===== src/rtl/game_sequencer_if.sv =====
// Sequencer <-> datapath/render bundle: raw buttons and enemy status in, tick, phase and strobes out.
// master = the sequencer, slave = its consumers.
interface game_sequencer_if #(
    parameter int ENEMY_COUNT = 6
);
    logic                   btn_left_n;
    logic                   btn_right_n;
    logic [ENEMY_COUNT-1:0] enemy_alive;
    logic                   hit;

    logic                   tick;
    logic [1:0]             phase;
    logic                   play_en;
    logic [3:0]             player_pos;
    logic                   enemy_phase;
    logic                   explode_active;
    logic [1:0]             explode_frame;
    logic                   win_blink;

    modport master (
        input  btn_left_n, btn_right_n, enemy_alive, hit,
        output tick, phase, play_en, player_pos, enemy_phase,
               explode_active, explode_frame, win_blink
    );

    modport slave (
        output btn_left_n, btn_right_n, enemy_alive, hit,
        input  tick, phase, play_en, player_pos, enemy_phase,
               explode_active, explode_frame, win_blink
    );
endinterface


===== src/rtl/game_sequencer.sv =====
// Game sequencer: tick divider, phase FSM, latched buttons, player column, explosion timer.
// All outputs registered; state moves on the edge that ends a tick cycle. No backpressure.
// Optional pause phase (both buttons at a tick) enabled by defining GAME_SEQUENCER_PAUSE_EN.
module game_sequencer #(
    parameter int TICK_DIV      = 20000000,
    parameter int START_TICKS   = 3,
    parameter int EXPLODE_TICKS = 3,
    parameter int ENEMY_COUNT   = 6,
    parameter int PLAYER_START  = 3
) (
    input  logic               CLK_50,
    input  logic               reset,
    game_sequencer_if.master   gs
);
    localparam int CNT_W = $clog2(TICK_DIV);
    localparam int CD_W  = $clog2(START_TICKS + 2);

    localparam logic [CNT_W-1:0] TICK_LAST = CNT_W'(TICK_DIV - 1);
    localparam logic [CD_W-1:0]  CD_START  = CD_W'(START_TICKS);
    localparam logic [3:0]       POS_MAX   = 4'(2 * ENEMY_COUNT - 1);
    localparam logic [3:0]       POS_START = 4'(PLAYER_START);
    localparam logic [1:0]       EXP_LAST  = 2'(EXPLODE_TICKS - 1);

    typedef enum logic [1:0] {
        COUNTDOWN = 2'd0,
        PLAY      = 2'd1,
        WIN       = 2'd2,
        PAUSE     = 2'd3
    } phase_t;

    logic [CNT_W-1:0] cnt_q, cnt_d;
    logic             tick_q, tick_d;
    logic [CD_W-1:0]  countdown_q, countdown_d;
    logic [1:0]       sync_l_q, sync_l_d;
    logic [1:0]       sync_r_q, sync_r_d;
    logic             req_l_q, req_l_d;
    logic             req_r_q, req_r_d;
    phase_t           phase_q, phase_d;
    logic             play_en_q, play_en_d;
    logic [3:0]       pos_q, pos_d;
    logic             enemy_phase_q, enemy_phase_d;
    logic             win_blink_q, win_blink_d;
    logic             exp_act_q, exp_act_d;
    logic [1:0]       exp_frame_q, exp_frame_d;

    always_comb begin
        cnt_d  = (cnt_q == TICK_LAST) ? '0 : cnt_q + CNT_W'(1);
        tick_d = (cnt_d == TICK_LAST);

        sync_l_d = {sync_l_q[0], gs.btn_left_n};
        sync_r_d = {sync_r_q[0], gs.btn_right_n};

        // Flags are sampled by the FSM in the tick cycle; a press seen in that same cycle survives.
        req_l_d = tick_q ? ~sync_l_q[1] : (req_l_q | ~sync_l_q[1]);
        req_r_d = tick_q ? ~sync_r_q[1] : (req_r_q | ~sync_r_q[1]);

        phase_d       = phase_q;
        countdown_d   = countdown_q;
        pos_d         = pos_q;
        enemy_phase_d = enemy_phase_q;
        win_blink_d   = win_blink_q;

        if (tick_q) begin
            case (phase_q)
                COUNTDOWN: begin
                    if (countdown_q == '0) begin
                        phase_d = PLAY;
                    end else begin
                        countdown_d = countdown_q - CD_W'(1);
                    end
                end
                PLAY: begin
                    if (gs.enemy_alive == '0) begin
                        phase_d = WIN;
`ifdef GAME_SEQUENCER_PAUSE_EN
                    end else if (req_l_q && req_r_q) begin
                        phase_d = PAUSE;
`endif
                    end else begin
                        enemy_phase_d = ~enemy_phase_q;
                        // Right wins; a blocked request is dropped, never turned into the other direction.
                        if (req_r_q) begin
                            if (pos_q != POS_MAX) begin
                                pos_d = pos_q + 4'd1;
                            end
                        end else if (req_l_q) begin
                            if (pos_q != 4'd0) begin
                                pos_d = pos_q - 4'd1;
                            end
                        end
                    end
                end
                WIN: begin
                    win_blink_d = ~win_blink_q;
                end
                PAUSE: begin
`ifdef GAME_SEQUENCER_PAUSE_EN
                    if (req_l_q && req_r_q) begin
                        phase_d = PLAY;
                    end
`endif
                end
                default: begin
                    phase_d = phase_q;
                end
            endcase
        end

        play_en_d = (phase_d == PLAY);

        exp_act_d   = exp_act_q;
        exp_frame_d = exp_frame_q;
        if (gs.hit && play_en_q) begin
            exp_act_d   = 1'b1;
            exp_frame_d = 2'd0;
        end else if (tick_q && exp_act_q && (phase_q != PAUSE)) begin
            if (exp_frame_q == EXP_LAST) begin
                exp_act_d   = 1'b0;
                exp_frame_d = 2'd0;
            end else begin
                exp_frame_d = exp_frame_q + 2'd1;
            end
        end
    end

    always_ff @(posedge CLK_50) begin
        if (reset) begin
            cnt_q         <= '0;
            tick_q        <= 1'b0;
            countdown_q   <= CD_START;
            sync_l_q      <= 2'b11;
            sync_r_q      <= 2'b11;
            req_l_q       <= 1'b0;
            req_r_q       <= 1'b0;
            phase_q       <= COUNTDOWN;
            play_en_q     <= 1'b0;
            pos_q         <= POS_START;
            enemy_phase_q <= 1'b0;
            win_blink_q   <= 1'b1;
            exp_act_q     <= 1'b0;
            exp_frame_q   <= 2'd0;
        end else begin
            cnt_q         <= cnt_d;
            tick_q        <= tick_d;
            countdown_q   <= countdown_d;
            sync_l_q      <= sync_l_d;
            sync_r_q      <= sync_r_d;
            req_l_q       <= req_l_d;
            req_r_q       <= req_r_d;
            phase_q       <= phase_d;
            play_en_q     <= play_en_d;
            pos_q         <= pos_d;
            enemy_phase_q <= enemy_phase_d;
            win_blink_q   <= win_blink_d;
            exp_act_q     <= exp_act_d;
            exp_frame_q   <= exp_frame_d;
        end
    end

    assign gs.tick           = tick_q;
    assign gs.phase          = phase_q;
    assign gs.play_en        = play_en_q;
    assign gs.player_pos     = pos_q;
    assign gs.enemy_phase    = enemy_phase_q;
    assign gs.explode_active = exp_act_q;
    assign gs.explode_frame  = exp_frame_q;
    assign gs.win_blink      = win_blink_q;
endmodule


===== src/flat_wrapper.sv =====
// flat-port wrapper written by rule: the top's interface ports become plain ports
module game_sequencer_flat 
#(
    parameter int TICK_DIV      = 20000000,
    parameter int START_TICKS   = 3,
    parameter int EXPLODE_TICKS = 3,
    parameter int ENEMY_COUNT   = 6,
    parameter int PLAYER_START  = 3
)
  (CLK_50, reset, gs_btn_left_n, gs_btn_right_n, gs_enemy_alive, gs_hit, gs_tick, gs_phase, gs_play_en, gs_player_pos, gs_enemy_phase, gs_explode_active, gs_explode_frame, gs_win_blink);
  game_sequencer_if #(.ENEMY_COUNT(ENEMY_COUNT)) gs_i ();
  input  logic CLK_50;
  input  logic reset;
  input wire logic [$bits(gs_i.btn_left_n)-1:0] gs_btn_left_n;
  input wire logic [$bits(gs_i.btn_right_n)-1:0] gs_btn_right_n;
  input wire logic [$bits(gs_i.enemy_alive)-1:0] gs_enemy_alive;
  input wire logic [$bits(gs_i.hit)-1:0] gs_hit;
  output wire logic [$bits(gs_i.tick)-1:0] gs_tick;
  output wire logic [$bits(gs_i.phase)-1:0] gs_phase;
  output wire logic [$bits(gs_i.play_en)-1:0] gs_play_en;
  output wire logic [$bits(gs_i.player_pos)-1:0] gs_player_pos;
  output wire logic [$bits(gs_i.enemy_phase)-1:0] gs_enemy_phase;
  output wire logic [$bits(gs_i.explode_active)-1:0] gs_explode_active;
  output wire logic [$bits(gs_i.explode_frame)-1:0] gs_explode_frame;
  output wire logic [$bits(gs_i.win_blink)-1:0] gs_win_blink;
  assign gs_i.btn_left_n = gs_btn_left_n;
  assign gs_i.btn_right_n = gs_btn_right_n;
  assign gs_i.enemy_alive = gs_enemy_alive;
  assign gs_i.hit = gs_hit;
  assign gs_tick = gs_i.tick;
  assign gs_phase = gs_i.phase;
  assign gs_play_en = gs_i.play_en;
  assign gs_player_pos = gs_i.player_pos;
  assign gs_enemy_phase = gs_i.enemy_phase;
  assign gs_explode_active = gs_i.explode_active;
  assign gs_explode_frame = gs_i.explode_frame;
  assign gs_win_blink = gs_i.win_blink;
  game_sequencer #(.TICK_DIV(TICK_DIV), .START_TICKS(START_TICKS), .EXPLODE_TICKS(EXPLODE_TICKS), .ENEMY_COUNT(ENEMY_COUNT), .PLAYER_START(PLAYER_START)) u_core (.CLK_50(CLK_50), .reset(reset), .gs(gs_i));
endmodule

===== config.mk =====
export PLATFORM = sky130hd
export DESIGN_NAME = game_sequencer_flat
export DESIGN_NICKNAME = d
export VERILOG_FILES = /design/src/rtl/game_sequencer_if.sv /design/src/rtl/game_sequencer.sv /design/src/flat_wrapper.sv
export SDC_FILE = /design/constraint.sdc
export NUM_CORES = 1
export LEC_CHECK = 0
export CAP_MARGIN = 20
export CORE_AREA = 2 2 64 66
export DETAILED_ROUTE_END_ITERATION = 8
export DIE_AREA = 0 0 66 68
export HOLD_SLACK_MARGIN = 0.06
export MAX_ROUTING_LAYER = met4
export PLACE_DENSITY_LB_ADDON = 0.2
export SLEW_MARGIN = 20
export SYNTH_ARGS = -nofsm -noshare
export SYNTH_HDL_FRONTEND = slang
export SYNTH_SLANG_ARGS = --single-unit

===== constraint.sdc =====
create_clock -name CLK_50 -period 4.1 [get_ports CLK_50]
set_input_delay 0.82 -clock CLK_50 [delete_from_list [all_inputs] [get_ports CLK_50]]
set_output_delay 0.82 -clock CLK_50 [all_outputs]
set_load 0.05 [all_outputs]

==> flow_summary.yaml, run 1 <==
status:
  outcome: "complete, no violations"
setup_path:
  cp-startpoint: "u_core.gs.tick"
  worst-path-buf-inv: 1
  path_class: "reg2out"
  critPathLaunchType: "flip-flop"
  worstSetupEndpointType: "primary output"
  crit_family: "buffers and inverters"
  ff2ff_path_depth: 7
  cp_data_required_time_ps: 3280
  cp_cell_sequence: "clkdlybuf4s50_1"
  slowest_delay_ps: 870
  crit_arrival_ps: 1690
  worst-path-stages: 1
  reg2reg_from: "u_core.cnt_q[0]"
  critPathCapture: "gs_tick"
  critPathSlowestCell: "clkdlybuf4s50_1"
  r2r_slack_ps: 1750
  worstPathMaxFanout: 9
  worstReg2RegEnd: "u_core.gs.tick"
clock_network:
  clock-root-buffer: "clkbuf_8"
  clockBufferDepth: 2
  cts_max_level: 2
  cts_tree: "done"
  clock_latency_ps: 290
  cts_hold_buf: 0
  clk_pin_slew_ps: 80
  cts.sinks: 47
  cts_resized: 0
  cts_inserted_buffers: 5
  post-cts-setup-buffers: 0
global_route:
  overflow: 0
  grt_max_degree: 21
  grt_pass1_vias: 1619
  grt_pass1_wl_mm: 6.78
  grt_use_total_pct: 20.1
  antenna_found_initial: 0
synthesis:
  synth_compound_area_share_pct: 8.53
  ys_warn_count: 0
  syn-mean-instance-area_um2: 8.72
  synthXorXnorAreaFrac_pct: 11.1
  syn_area_mm2: 0.00222
  synthMuxAreaShare_pct: 0.903
  synth-seq-cells: 47
  synth_top_family_by_area: "simple AND/OR/NAND/NOR gates"
  syn-num-nets: 271
  synth_cell_type_count: 45
  synthAdderAreaFrac_pct: 3.73
  synth-simple-area-share_pct: 30.3
  seq_area_frac_synth_pct: 42.5
  syn_inst: 254
hold_path:
  worstHoldPathCells: 1
  holdCritPathClass: "reg2reg"
timing:
  maxSlewViolCount: 0
  setup-violations-final: 0
  fmax_mhz: 399
  fin_crit_sh_pct: 61.2
  hold_violations: 0
  fin_tns_setup_ps: 0
  fin_crit_ps: 2510
  worst_pin_slew_ps: 695
  relSlewSlack_pct: 53.3
  worst_clock_skew_ps: 4.15
  rsz0062_at_grt: "false"
power_and_ir_drop:
  clkPwrFrac_pct: 37.0
  p_sw_share_pct: 19.9
  intPower_uw: 632
  peakVddDrop_uv: 259
  p_leak_uw: 0.000914
  power.switching_uw: 158
  combPwrFrac_pct: 4.1
  p_seq_share_pct: 58.8
  powerDensity_mw_per_mm2: 305
flow_run:
  cap_violations: 0
drt:
  route.detailed.drc: 0
  vias: 1801
  wl_per_cell_um: 12.4
  ant_nets: 0
  drt_iter0_markers: 94
  routed_wl_mm: 4.10
  vias_per_cell: 5.46
  dr.pass1.iters: 4
layout:
  area.growth.synth_to_final_pct: 17.1
  nNetsFinal: 296
  seq_area_um2: 941
  diodes: 0
  utilization_pct: 67.3
  fillers: 333
  drive_gt1_share_pct: 7.50
  multi_input_area_mm2: 0.00121
floorplanning:
  io_pins: 24
  die_x_um: 66
  initial_core_util_pct: 57.5
  rows: 23
  core_mm2: 0.00386
  die_area_mm2: 0.00449
  die_y_um: 68
placed_design:
  place.gp.congestion: 0.862
  dpl.hpwl_mm: 3.05
  numPortBuffers: 23
cells in the final DEF, fill, tap and decap left out, types with 7 or more instances in the layout:
cell type	synthesis	final
o21ai_0	7	7
a21oi_1	12	12
xor2_1	10	10
inv_1	8	8
nand3_1	15	15
nand2_1	16	16
nor2_1	39	39
dfxtp_1	47	47
nor3_1	7	7
clkdlybuf4s50_1	0	23
clkbuf_8	0	7
xnor2_1	18	18
cells by family (layout without fill, tap and decap cells):
family,Yosys count,count (layout)
buf+inv,15,41
simple gates,125,125
xor+xnor,28,28
fa+ha+maj,6,6
compound gates,31,31
flops,47,47
mux,2,2
per-stage QoR:
step           worst slack (ps)  power, µW  area, µm²  cells  hold slack, ps
5_1_grt                    1540        821       2590    330             435
3_5_place_dp               1450        509       2490    322             395
2_1_floorplan              1970        493       2220    254             385
6_report                   1590        790       2590    330             404
3_3_place_gp               1470        508       2490    322             388
4_1_cts                    1570        799       2590    330             407
cells in the mapped netlist (all sizes together):
| master | count | area share (%) |
|---|---|---|
| or2 | 4 | 1.1 |
| nor3 | 7 | 1.6 |
| inv | 8 | 1.4 |
| and4 | 3 | 1.3 |
| clkbuf | 3 | 0.51 |
| and2 | 5 | 1.4 |
| a221o | 1 | 0.45 |
| fa | 1 | 0.90 |
| nor3b | 4 | 1.4 |
| a22oi | 1 | 0.34 |
| o21bai | 1 | 0.34 |
| mux2i | 2 | 0.90 |
| dfxtp | 47 | 42 |
| nor2 | 39 | 6.6 |
| nand3b | 1 | 0.34 |
| or4 | 1 | 0.51 |
| o211ai | 1 | 0.34 |
| a41oi | 1 | 0.40 |
| or4b | 1 | 0.45 |
| xor2 | 10 | 4.0 |
| nand4b | 4 | 1.6 |
| nor4 | 5 | 1.7 |
| a21oi | 12 | 2.7 |
| or3 | 5 | 1.4 |
| o21ai | 7 | 1.6 |
| and3 | 6 | 2.0 |
| xnor2 | 18 | 7.1 |
| nand2 | 17 | 3.0 |
| o21a | 1 | 0.34 |
| o22ai | 2 | 0.56 |
| buf | 4 | 1.2 |
| nand3 | 15 | 3.4 |
| nand4 | 5 | 1.7 |
| nand2b | 3 | 0.85 |
| o41ai | 2 | 0.79 |
| a21o | 1 | 0.34 |
| a211oi | 1 | 0.34 |
| ha | 5 | 2.8 |
power by group through the flow:
stage / clock [µW] / sequential (µW) / combinational (µW)
after global routing: 318 / 466 / 37.4
after floorplan: 0 / 475 / 18.4
after global placement: 0 / 475 / 32.2
after detailed placement: 0 / 476 / 33.0
after CTS: 301 / 465 / 33.3
final: 293 / 465 / 32.6
sequential cells by signal, indices dropped and copies added (netlist names):
signal,flops
u_core.req_l_q,1
u_core.sync_l_q,2
u_core.gs.explode_frame,2
u_core.gs.player_pos,4
u_core.gs.phase,2
u_core.sync_r_q,2
u_core.req_r_q,1
u_core.gs.tick,1
u_core.gs.win_blink,1
u_core.cnt_q,25
u_core.gs.play_en,1
u_core.gs.explode_active,1
u_core.countdown_q,3
u_core.gs.enemy_phase,1
area by class of cell:
class	count	share of cell area [%]
Clock buffer	8	3.86
Inverter	8	1.16
Multi-Input combinational cell	192	46.8
Sequential cell	47	36.3
Tap cell	50	2.41
Timing Repair Buffer	25	9.45
how the worst min path moves through the flow:
stage,startpoint,slack (ps),endpoint
floorplan,u_core.sync_l_q[1],380,u_core.req_l_q
global route,u_core.sync_r_q[0],440,u_core.sync_r_q[1]
global placement,u_core.sync_l_q[1],390,u_core.req_l_q
finish,u_core.sync_r_q[1],400,u_core.req_r_q
CTS,u_core.sync_r_q[1],410,u_core.req_r_q
detailed placement,u_core.sync_r_q[1],390,u_core.req_r_q
metal layers:
| layer | vias up | track usage (%) | wire length (µm) |
|---|---|---|---|
| li1 | 930 | - | - |
| met1 | 824 | 23.0 | 1850 |
| met2 | 40 | 35.2 | 2010 |
| met3 | 7 | 4.44 | 187 |
| met4 | 0 | 6.89 | 59 |
| met5 | - | - | 0 |
Note: power is estimated with default switching activity, not from simulation.
==> run 2, diff against run 1 <==
CORE_AREA = 2 2 67 69   (was 2 2 64 66)
DIE_AREA = 0 0 69 71   (was 0 0 66 68)
clock period = 2.5 ns   (was 4.1 ns; I/O delays follow)
==> run 2 against run 1 <==
Net effect: utilization shrank 5.1 points; setup slack lost 1400 ps; cell count grew 1.5%; design area grew 0.77%; sequential share of layout area shrank 0.28 points; die area grew 9.2%; flip-flop and latch count is the same; via count grew 1.9%; critical endpoint is now u_core.gs.tick; largest cell class unchanged; highest routed layer unchanged.
==> flow_summary.yaml, run 2 (synthesis gave the netlist of run 1 again) <==
setup_path:
  crit_family: "simple AND/OR/NAND/NOR gates"
  path_class: "reg2reg"
  reg2reg_from: "u_core.cnt_q[0]"
  cp_cell_sequence: "ha_1 > and4_1 > and3_4 > nand4_2 > xor2_1 > or4_4 > nor4_2"
  worstPathMaxFanout: 6
  worst-path-buf-inv: 0
  crit_arrival_ps: 2560
  cp_data_required_time_ps: 2720
  worstReg2RegEnd: "u_core.gs.tick"
  critPathLaunchType: "flip-flop"
  slowest_delay_ps: 480
  worstSetupEndpointType: "flip-flop"
  ff2ff_path_depth: 7
  r2r_slack_ps: 160
  worst-path-stages: 7
  critPathSlowestCell: "or4_4"
global_route:
  grt_pass1_wl_mm: 7.65
  antenna_found_initial: 0
  grt_max_degree: 20
  grt_use_total_pct: 20.1
  grt_pass1_vias: 1686
  overflow: 0
layout:
  layout_common_cells: "dfxtp_1 (47), nor2_1 (39), clkdlybuf4s50_1 (23), xnor2_1 (18), nand2_1 (16)"
  layout_commonest_cell: "dfxtp_1"
  diodes: 0
  fillers: 374
  drive_gt1_share_pct: 8.83
  utilization_pct: 62.2
  largest-register: "u_core.cnt_q"
  multi_input_area_mm2: 0.00121
  largest_reg_flops: 25
  nNetsFinal: 300
  area.growth.synth_to_final_pct: 18.0
  seq_area_um2: 941
timing:
  fin_tns_setup_ps: 0
  worst_clock_skew_ps: 4.25
  setup-violations-final: 0
  maxSlewViolCount: 0
  worst_pin_slew_ps: 583
  rsz0062_at_grt: "false"
  hold_slack_ps: 412
  fin_crit_sh_pct: 93.5
  setup_ws_ps: 164
  fin_crit_ps: 2340
  relSlewSlack_pct: 60.7
  hold_violations: 0
  fmax_mhz: 428
floorplanning:
  rows: 24
  io_pins: 24
  core_mm2: 0.00420
  die_x_um: 69
  initial_core_util_pct: 52.7
  die_area_mm2: 0.00490
  die_y_um: 71
clock_network:
  cts_inserted_buffers: 5
  cts.sinks: 47
  cts_tree: "done"
  clk_pin_slew_ps: 80
  cts_max_level: 2
  clock-root-buffer: "clkbuf_8"
  post-cts-setup-buffers: 0
  clockBufferDepth: 2
  cts_resized: 0
  clock_latency_ps: 300
  cts_hold_buf: 0
hold_path:
  worstHoldPathCells: 1
  holdCritPathClass: "reg2reg"
  holdPathEnd: "u_core.req_l_q"
  holdCritStartpoint: "u_core.sync_l_q[1]"
placed_design:
  dpl.hpwl_mm: 3.30
  pre_cts_ws_ps: 167
  numPortBuffers: 23
  place.gp.congestion: 0.929
power_and_ir_drop:
  intPower_uw: 1000
  clkPwrFrac_pct: 35.6
  p_sw_share_pct: 21.2
  p_leak_uw: 0.000930
  peakVddDrop_uv: 404
  p_seq_share_pct: 59.9
  combPwrFrac_pct: 4.5
  power.switching_uw: 269
  powerDensity_mw_per_mm2: 487
drt:
  vias: 1836
  vias_per_cell: 5.48
  routed_wl_mm: 4.48
  wl_per_cell_um: 13.4
  drt_iter0_markers: 77
  route.detailed.drc: 0
  ant_nets: 0
  dr.pass1.iters: 4
status:
  outcome: "complete, no violations"
flow_run:
  cap_violations: 0
## run 2: per-layer routing
layer  global-route usage, %  up-vias  routed length [µm]  part of all wire, %
li1                        -      938                   -                    -
met1                    26.2      862                2220                   50
met3                    4.84        7                 144                  3.2
met2                    30.6       29                2060                   46
met4                    6.97        0                  59                  1.3
met5                       -        -                   0                    0
## run 2: layout make-up
type / instances / area share [%]
timing repair buffer: 29 / 10.5
inverter: 8 / 1.15
clock inverter: 1 / 0.191
tap: 52 / 2.49
clock buffer: 6 / 3.16
multi-input combinational: 192 / 46.5
sequential: 47 / 36.0
## run 2: metrics by stage
stage | cells | cell area (µm²) | power [µW]
CTS | 335 | 2610 | 1290
detailed placement | 328 | 2530 | 838
global placement | 328 | 2530 | 836
global route | 335 | 2610 | 1330
floorplan | 254 | 2220 | 809
finish | 335 | 2610 | 1270
## run 2: worst max-delay path by stage
stage                    start              to  slack, ps
2_1_floorplan  u_core.cnt_q[0]  u_core.gs.tick        370
3_3_place_gp   u_core.cnt_q[0]  u_core.gs.tick        260
3_5_place_dp   u_core.cnt_q[0]  u_core.gs.tick        170
4_1_cts        u_core.cnt_q[0]  u_core.gs.tick        160
5_1_grt        u_core.cnt_q[0]  u_core.gs.tick         10
6_report       u_core.cnt_q[0]  u_core.gs.tick        160
## run 2: power groups by stage
stage | sequential (µW) | clock (µW) | combinational, µW
4_1_cts | 762 | 468 | 58.3
2_1_floorplan | 779 | 0 | 30.2
3_3_place_gp | 780 | 0 | 56.5
3_5_place_dp | 780 | 0 | 58.0
6_report | 762 | 452 | 57.6
5_1_grt | 764 | 503 | 64.6
==> run 3, diff against run 2 <==
GPL_ROUTABILITY_DRIVEN = 0   (was default)
==> run 3 against run 2 <==
Net effect: sequential power barely moved; first-iteration DRC count fell by 43%; setup slack improved by 22 ps; highest routed layer unchanged; total power fell by 0.20%; clock-buffer cell count fell by 1; clock skew barely moved; design area rose by 0.34%; routed wire length fell by 1.3%.
==> flow_summary.yaml, run 3 (synthesis gave the netlist of run 1 again) <==
status:
  outcome: "complete, no violations"
drt:
  vias_per_cell: 5.46
  routed_wl_mm: 4.43
  vias: 1840
  wl_per_cell_um: 13.1
  met2_length_mm: 2.12
  dr_wl_met3_um: 171
  ant_nets: 0
  dr.pass1.iters: 4
  wl_met1_mm: 2.06
  drt_iter0_markers: 44
  route.detailed.drc: 0
  top_layer_used: "met4"
global_route:
  grt_pass1_vias: 1786
  overflow: 0
  grt_use_total_pct: 20.2
  grt_pass1_wl_mm: 7.78
  antenna_found_initial: 0
  grt_max_degree: 20
setup_path:
  critPathLaunchType: "flip-flop"
  worstPathMaxFanout: 6
  worst-path-buf-inv: 0
  crit_family: "simple AND/OR/NAND/NOR gates"
  critPathSlowestCell: "or4_4"
  cp_data_required_time_ps: 2720
  path_class: "reg2reg"
  cp_cell_sequence: "ha_1 > and4_1 > and3_4 > nand4_2 > xor2_1 > or4_4 > nor4_2"
  slowest_delay_ps: 480
  crit_arrival_ps: 2530
  worstSetupEndpointType: "flip-flop"
floorplanning:
  core_mm2: 0.00420
  die_y_um: 71
  io_pins: 24
  die_area_mm2: 0.00490
  initial_core_util_pct: 52.7
  rows: 24
  die_x_um: 69
power_and_ir_drop:
  p_leak_uw: 0.000929
  peakVddDrop_uv: 350
  combPwrFrac_pct: 4.5
  clkPwrFrac_pct: 35.5
  p_seq_share_pct: 60.0
  intPower_uw: 981
  power.switching_uw: 289
  powerDensity_mw_per_mm2: 484
  p_sw_share_pct: 22.7
timing:
  setup-violations-final: 0
  worst_clock_skew_ps: 4.40
  hold_violations: 0
  fmax_mhz: 432
  relSlewSlack_pct: 60.4
  hold_slack_ps: 404
  maxSlewViolCount: 0
  rsz0062_at_grt: "false"
  fin_crit_ps: 2310
  fin_tns_setup_ps: 0
  fin_crit_sh_pct: 92.6
  worst_pin_slew_ps: 590
layout:
  drive_gt1_share_pct: 9.47
  largest_reg_flops: 25
  layout_commonest_cell: "dfxtp_1"
  fillers: 381
  largest-register: "u_core.cnt_q"
  diodes: 0
  nNetsFinal: 301
  area.growth.synth_to_final_pct: 18.4
  layout_common_cells: "dfxtp_1 (47), nor2_1 (39), clkdlybuf4s50_1 (23), xnor2_1 (18), nand2_1 (16)"
clock_network:
  cts_inserted_buffers: 5
  clock_latency_ps: 300
  clock-root-buffer: "clkbuf_8"
  cts_hold_buf: 0
  clk_pin_slew_ps: 90
  clockBufferDepth: 2
  cts_resized: 0
  cts.sinks: 47
  cts_max_level: 2
  cts_tree: "done"
  post-cts-setup-buffers: 0
hold_path:
  holdCritPathClass: "reg2reg"
flow_run:
  cap_violations: 0
placed_design:
  numPortBuffers: 23
  dpl.hpwl_mm: 3.32
-- run 3: cell types whose count changed in the layout (fill, tap and decap cells not counted), sizes merged --
| cell | previous run | this run |
|---|---|---|
| clkinvlp | 0 | 2 |
| buf | 6 | 7 |
| clkbuf | 6 | 5 |
-- run 3: per-layer routing --
| layer | vias to the layer above | global-route usage (%) |
|---|---|---|
| met1 | 857 | 23.7 |
| li1 | 942 | - |
| met5 | - | - |
| met2 | 33 | 34.0 |
| met4 | 0 | 7.19 |
| met3 | 8 | 4.56 |
-- run 3: layout make-up --
class	instances	area (µm²)	share of cell area, %
timing repair buffer	30	283	10.8
sequential	47	941	35.9
multi-input combinational	192	1210	46.3
tap	52	65.1	2.48
clock inverter	3	20.0	0.763
inverter	8	30.0	1.15
clock buffer	5	68.8	2.62
-- run 3: worst paths after layout --
path,to,slack (ps),from,depth (start not counted)
setup / recovery,u_core.gs.tick,190,u_core.cnt_q[0],7
hold reg to reg,u_core.req_l_q,400,u_core.sync_l_q[1],1
setup reg to reg,u_core.gs.tick,190,u_core.cnt_q[0],7
hold / removal,u_core.req_l_q,400,u_core.sync_l_q[1],1
-- run 3: power groups by stage --
stage	registers (µW)	logic [µW]	clock network, µW
after CTS	762	57.7	461
final	762	56.7	451
after detailed placement	780	57.4	0
after floorplan	779	30.2	0
after global placement	779	56.4	0
after global routing	764	64.8	491
-- run 3: per-stage QoR --
| step | instances | util (%) | instance area [µm²] | worst slack [ps] | power (µW) |
|---|---|---|---|---|---|
| after detailed placement | 329 | 60.3 | 2530 | 190 | 838 |
| final | 337 | 62.4 | 2620 | 186 | 1270 |
| after floorplan | 254 | - | 2220 | 373 | 809 |
| after global routing | 337 | 62.4 | 2620 | 23.5 | 1320 |
| after global placement | 329 | 60.3 | 2530 | 268 | 836 |
| after CTS | 337 | 62.4 | 2620 | 170 | 1280 |
